`config.mk`:
```
export PLATFORM = sky130hd
export DESIGN_NAME = flit_link_tx
export DESIGN_NICKNAME = d
export VERILOG_FILES = /design/src/rtl/flit_link_tx.sv
export SDC_FILE = /design/constraint.sdc
export NUM_CORES = 1
export LEC_CHECK = 0
export BUFFER_PORTS_ARGS = -buffer_cell sky130_fd_sc_hd__buf_2
export CORE_MARGIN = 2
export CORE_UTILIZATION = 30
export DETAILED_ROUTE_END_ITERATION = 6
export GPL_ROUTABILITY_DRIVEN = 0
export PLACE_DENSITY = 0.61
export SKIP_CTS_REPAIR_TIMING = 1
export SLEW_MARGIN = 15
export SYNTH_ARGS = -nofsm -noshare
export SYNTH_HDL_FRONTEND = slang
export SYNTH_SLANG_ARGS = --single-unit
```
`constraint.sdc`:
```
create_clock -name clk -period 2.12 [get_ports clk]
set_input_delay 0.424 -clock clk [delete_from_list [all_inputs] [get_ports clk]]
set_output_delay 0.424 -clock clk [all_outputs]
set_load 0.02 [all_outputs]
```
`src/rtl/flit_link_tx.sv`:
```
// Reader side of a router input FIFO: pops flits, locks the output port for a
// whole packet via req/grant, and drives a registered valid/ready link.
//
// state | meaning
// IDLE  | waiting for a head flit at the FIFO head; orphan flits are dropped
// REQ   | head seen, requesting the output port from the allocator
// SEND  | port locked, streaming flits until the tail is popped
module flit_link_tx #(
  parameter int DATA_WIDTH = 32,
  parameter int CNT_WIDTH  = 8
) (
  input  logic                  clk,
  input  logic                  rst_n,
  input  logic                  fifo_empty,
  output logic                  fifo_rd_en,
  input  logic [DATA_WIDTH-1:0] fifo_dout,
  output logic                  req,
  input  logic                  grant,
  output logic                  out_valid,
  output logic [DATA_WIDTH-1:0] out_data,
  input  logic                  out_ready,
  output logic                  pkt_active,
  output logic [CNT_WIDTH-1:0]  flit_cnt,
  output logic [CNT_WIDTH-1:0]  pkt_cnt,
  output logic                  proto_err
);

  localparam logic [1:0] ST_IDLE = 2'd0;
  localparam logic [1:0] ST_REQ  = 2'd1;
  localparam logic [1:0] ST_SEND = 2'd2;

  logic [1:0]            state_q, state_d;
  logic                  out_valid_q, out_valid_d;
  logic [DATA_WIDTH-1:0] out_data_q, out_data_d;
  logic [CNT_WIDTH-1:0]  flit_cnt_q, flit_cnt_d;
  logic [CNT_WIDTH-1:0]  pkt_cnt_q, pkt_cnt_d;
  logic                  proto_err_q, proto_err_d;

  logic [1:0] flit_type;
  logic       is_head, is_tail, slot_free, xfer;
  logic       pop_send, pop_drop;

  assign flit_type = fifo_dout[DATA_WIDTH-1 -: 2];
  assign is_head   = (flit_type == 2'b01) || (flit_type == 2'b11);
  assign is_tail   = (flit_type == 2'b10) || (flit_type == 2'b11);
  assign slot_free = ~out_valid_q | out_ready;
  assign xfer      = out_valid_q & out_ready;

  assign pop_send = (state_q == ST_SEND) & ~fifo_empty & slot_free;
  assign pop_drop = (state_q == ST_IDLE) & ~fifo_empty & ~is_head;

  // Gated by rst_n so an orphan flit at the FIFO head is not popped during reset.
  assign fifo_rd_en = rst_n & (pop_send | pop_drop);
  assign req        = rst_n & ((state_q == ST_REQ) | (state_q == ST_SEND));
  assign pkt_active = rst_n & (state_q == ST_SEND);

  always_comb begin
    state_d     = state_q;
    out_valid_d = out_valid_q;
    out_data_d  = out_data_q;
    flit_cnt_d  = flit_cnt_q;
    pkt_cnt_d   = pkt_cnt_q;
    proto_err_d = proto_err_q;

    if (xfer) begin
      out_valid_d = 1'b0;
    end

    case (state_q)
      ST_IDLE: begin
        if (!fifo_empty) begin
          if (is_head) begin
            state_d    = ST_REQ;
            flit_cnt_d = '0;
          end else begin
            proto_err_d = 1'b1;
          end
        end
      end
      ST_REQ: begin
        if (grant) begin
          state_d = ST_SEND;
        end
      end
      ST_SEND: begin
        if (pop_send) begin
          out_valid_d = 1'b1;
          out_data_d  = fifo_dout;
          if (flit_cnt_q != '1) begin
            flit_cnt_d = flit_cnt_q + 1'b1;
          end
          if (is_head && (flit_cnt_q != '0)) begin
            proto_err_d = 1'b1;
          end
          if (is_tail) begin
            state_d   = ST_IDLE;
            pkt_cnt_d = pkt_cnt_q + 1'b1;
          end
        end
      end
      default: begin
        state_d = ST_IDLE;
      end
    endcase
  end

  always_ff @(posedge clk or negedge rst_n) begin
    if (!rst_n) begin
      state_q     <= ST_IDLE;
      out_valid_q <= 1'b0;
      out_data_q  <= '0;
      flit_cnt_q  <= '0;
      pkt_cnt_q   <= '0;
      proto_err_q <= 1'b0;
    end else begin
      state_q     <= state_d;
      out_valid_q <= out_valid_d;
      out_data_q  <= out_data_d;
      flit_cnt_q  <= flit_cnt_d;
      pkt_cnt_q   <= pkt_cnt_d;
      proto_err_q <= proto_err_d;
    end
  end

  assign out_valid = out_valid_q;
  assign out_data  = out_data_q;
  assign flit_cnt  = flit_cnt_q;
  assign pkt_cnt   = pkt_cnt_q;
  assign proto_err = proto_err_q;

endmodule

```
== Word-level counts from Yosys, hierarchy flattened ==
Index checks and enable logic that the tools add are counted.

* $add $sub $neg: 2
* $mul: 0
* Divide/modulo/power cells: 0
* Magnitude comparators: 0
* Eq/ne operators: 14
* Shift operators: 0
* Muxes and demuxes: 19
* Bitwise logic cells: 14
* Reduce and logical (&&, ||, !) cells: 11

{| class="wikitable"
|+ Operators by type and width
! operator !! count
|-
| 8-bit two-way mux || 4
|-
| 8-bit by 1-bit adder with 8-bit output, second input constant || 2
|-
| 8-bit case mux with 2 select lines || 1
|-
| 5-bit AND reduction || 3
|-
| 2-bit inequality test, second input constant || 6
|-
| 2-bit two-way mux || 5
|-
| 1-bit AND || 8
|-
| 8-bit inequality test, second input constant || 1
|-
| 8-bit nonzero test || 1
|-
| 1-bit two-way mux || 7
|-
| 2-bit equality test, second input constant || 3
|-
| 2-bit case mux with 3 select lines || 1
|-
| 2-bit by 1-bit equality test with 1-bit output, second input constant || 2
|-
| 2-bit by 1-bit inequality test with 1-bit output, second input constant || 2
|-
| 1-bit inverter || 3
|-
| 1-bit OR || 3
|-
| 3-bit AND reduction || 1
|-
| 2-bit logical NOT || 1
|-
| 1-bit logical OR || 2
|-
| 1-bit case mux with 2 select lines || 1
|-
| 2-bit AND reduction || 1
|-
| 2-bit nonzero test || 1
|-
| 1-bit logical AND || 1
|}

* Register bits: 52
* Latch bits: 0
* Memory bits (writable): 0
* Memory bits (read-only): 0
* Output and inout port bits: 53
* Memories: 0

== Logic depth before layout (Yosys ltp) ==
* Word-level depth: 6
* Depth in mapped cells: 7

== Worst setup path before layout ==
No wires, ideal clock.

* Path kind: register to output
* Start point: register state_q[0]
* End point: output fifo_rd_en
* Data arrival time: 1.547 ns
* Slack: 0.149 ns
* Stages on the path, launching flop included: 8
* Cells stage by stage: dfrtp_1 -> inv_1 -> ha_1 -> buf_4 -> nand2b_1 -> nor2_1 -> buf_2 -> o21a_1

* Word-level cells in the longest chain between the ends: 5

{| class="wikitable"
|+ RTL lines
! what !! RTL line !! text
|-
| start, declared || 32 || <nowiki>logic [1:0] state_q, state_d;</nowiki>
|-
| start signal, assigned || 116 || <nowiki>state_q <= state_d;</nowiki>
|-
| 2-bit equality test / 2-bit logical NOT (equally long branches) || 49, 50 ||
|-
| 1-bit AND, on equally long branches (2 in a row) || 49, 50 ||
|-
| 1-bit OR * || 53 || <nowiki>assign fifo_rd_en = rst_n & (pop_send | pop_drop);</nowiki>
|-
| 1-bit AND * || 53 ||
|-
| end, declared || 15 || <nowiki>output logic fifo_rd_en,</nowiki>
|}

Every way passes the cells marked *; elsewhere a longest branch is shown, timed or not.

== Worst setup path in the final report ==
* Start point: register state_q[1]
* End point: output fifo_rd_en

The elaborated chain is that of the path after synthesis.

==> results.txt <==
Fin. max-slew vios -> 0
DR pass1 iterations -> 4
Synth top cells by count -> 52 x dfrtp_1, 33 x mux2_2, 13 x nand2_1
Post-DP HPWL -> 3768 um
Length of routed met2 wiring -> 2438 um
CTS max path bufs -> 2
Highest Signal Layer -> met4
Clock latency on the worst-skew pair -> 0.30 ns
I/O Buffers -> 89
Status -> completed
Fmax achieved -> 0.5009 GHz
R2R cell count -> 7
Delay of the slowest critical-path stage -> 0.42 ns
Fillcell total -> 777
Largest vdd supply drop -> 0.5347 mV
Via density -> 4.499
Worst setup EP type -> output pin
Post-synth top area share -> 55.64%
Crit-path slowest cell -> dfrtp_1
Synth area leader -> dfrtp_1
Final period util -> 94.18%
Met1 wire length -> 2204 um
Initial Util -> 30.58%
Die span in y -> 92.29 um
GR Overflow Total -> 0
Core area -> 7647 sq um
Synthesis Warnings -> 0
First-pass GRT wire length -> 8100 um
Startpoint types -> register
Hold_ws -> 0.3479 ns
Wire length on met3 -> 326 um
Post-Syn Nets -> 228
Pre-CTS WS -> 0.2485 ns
Fin. Hold Viols -> 0
# IOs -> 90
Worst Path Arrival -> 1.57 ns
Worst Hold Depth -> 2
Initial antenna violation count -> 0
Leakage power -> 1.538 nW
Clock Sink Count -> 52
Clk slew on worst S/H paths -> 0.09 ns
CTS tree -> built
Gr usage total -> 11.76%
Synth unique cells -> 38
Non-filler cells, final -> 387
DR iter-0 viols -> 68
Root buffer cell -> clkbuf_8
Layout cell share with drive strength beyond 1 -> 51.58%
Hold crit path type -> in -> reg
Worst-margin pin slew -> 0.4483 ns
Vias in the first global route -> 1690
Req. time, crit path -> 1.70 ns
#FFs+latches synth -> 52
Antenna Cells -> 0
Ys async rst share -> 100.0%
Die footprint -> 8517 sq um
Register area share after synthesis -> 55.64%
Clock Skew -> 0.004907 ns
Antenna-violating nets left -> 0
EDFF count, synth -> 0
Syn Area/Cell -> 12.64 sq um
Most frequent cell after synthesis -> dfrtp_1
Final worst setup slack -> 0.1235 ns
Post-Route WL -> 5011 um
Crit path kind -> reg -> out
Synth area leaders -> dfrtp_1 56%, mux2_2 16%, ha_1 3.2%
Cell area after synthesis -> 2338 sq um
Final Critical Period -> 1.997 ns
PD cells -> 1336 nW/um^2
CTS Buf Count -> 5
Largest fanout on the critical path -> 5
Die W -> 92.29 um
Area growth syn-to-layout -> 31.94%
Count of final setup violators -> 0
Fin nets -> 327
# DRC -> 0
Dpl cells -> 377
Largest net degree at the start of global routing -> 37
Top FF cell, synth -> dfrtp_1
Num rows -> 32
Syn Inst Count -> 185
Max Cap Viol -> 0
H-tree lvl count -> 2
WL/cell -> 12.95 um
Critical-path cell list -> inv_1 -> ha_4 -> nor2b_4 -> nor2b_1 -> o21a_1 -> buf_2
Max-slew headroom -> 70.11%
Via count -> 1741
flip-flops by register name, indices dropped and copies added, names as in the netlist:
| name | cells |
|---|---|
| flit_cnt | 8 |
| out_data | 32 |
| out_valid | 1 |
| pkt_cnt | 8 |
| proto_err | 1 |
| state_q | 2 |
layout make-up:
type	count	area [sq um]	share of cell area [%]
inverter	6	22.52	0.7299
clock inverter	3	42.54	1.379
sequential	52	1301	42.17
clock buffer	5	68.82	2.230
tap	102	127.6	4.136
multi-input combinational	121	1007	32.64
timing repair buffer	98	515.5	16.71
metrics by stage:
step | TNS [ns] | total power [mW] | cell area [sq um] | util (%)
after floorplan | 0 | 2.813 | 2338 | -
after global placement | 0 | 3.423 | 2942 | 38.47
after detailed placement | 0 | 3.452 | 2942 | 38.47
after CTS | -0.01891 | 4.142 | 3053 | 39.92
after global routing | -0.0009817 | 4.398 | 3085 | 40.35
final | 0 | 4.123 | 3085 | 40.35
placed cells by master (no fill, tap or decap), drive strengths merged, types with 4 or more instances in the layout:
cell type and n:
clkbuf 5, dfrtp 52, inv 6, ha 6, a21oi 6, xor2 4
nor2 9, nand2 13, o21ai 5, mux2 33, buf 97, nor2b 5
nand4 5
metal layers:
layer	global-route usage (%)	vias up
li1	-	848
met1	15.81	834
met2	18.20	54
met3	3.987	5
met4	3.234	0
met5	0	-
power breakdown:
part	internal, mW	leakage [nW]	switching (mW)
Combinational	0.812	0.836	1.05
Clock	0.350	0.0541	0.327
Sequential	1.37	0.648	0.218
worst max-delay path, delay by kind of cell, from the launching register on:
kind                       cells  cell delay (ns)
buffers and inverters          2             0.30
adders and majority gates      1             0.17
AOI/OAI and AO/OA              1             0.11
DFF                            1             0.42
and+or+nand+nor                2             0.27
worst paths after layout:
path	from	to	slack, ns
min in group asynchronous	rst_n	flit_cnt[6]	0.48
worst max register to register	state_q[1]	flit_cnt[4]	0.18
worst min register to register	pkt_cnt[7]	pkt_cnt[7]	0.47
worst max-delay path	state_q[1]	fifo_rd_en	0.12
max in group asynchronous	rst_n	out_data[9]	0.95
worst min-delay path	fifo_dout[0]	out_data[0]	0.35
cells by family after synthesis:
group / synth area share [%]
AOI/OAI and AO/OA: 8.401
xor gates and xnor gates: 2.622
adders and majority gates: 3.210
buffers and inverters: 2.247
DFF: 55.64
muxes: 16.75
and+or+nand+nor: 11.13
Note: power is estimated with default switching activity, not from simulation.
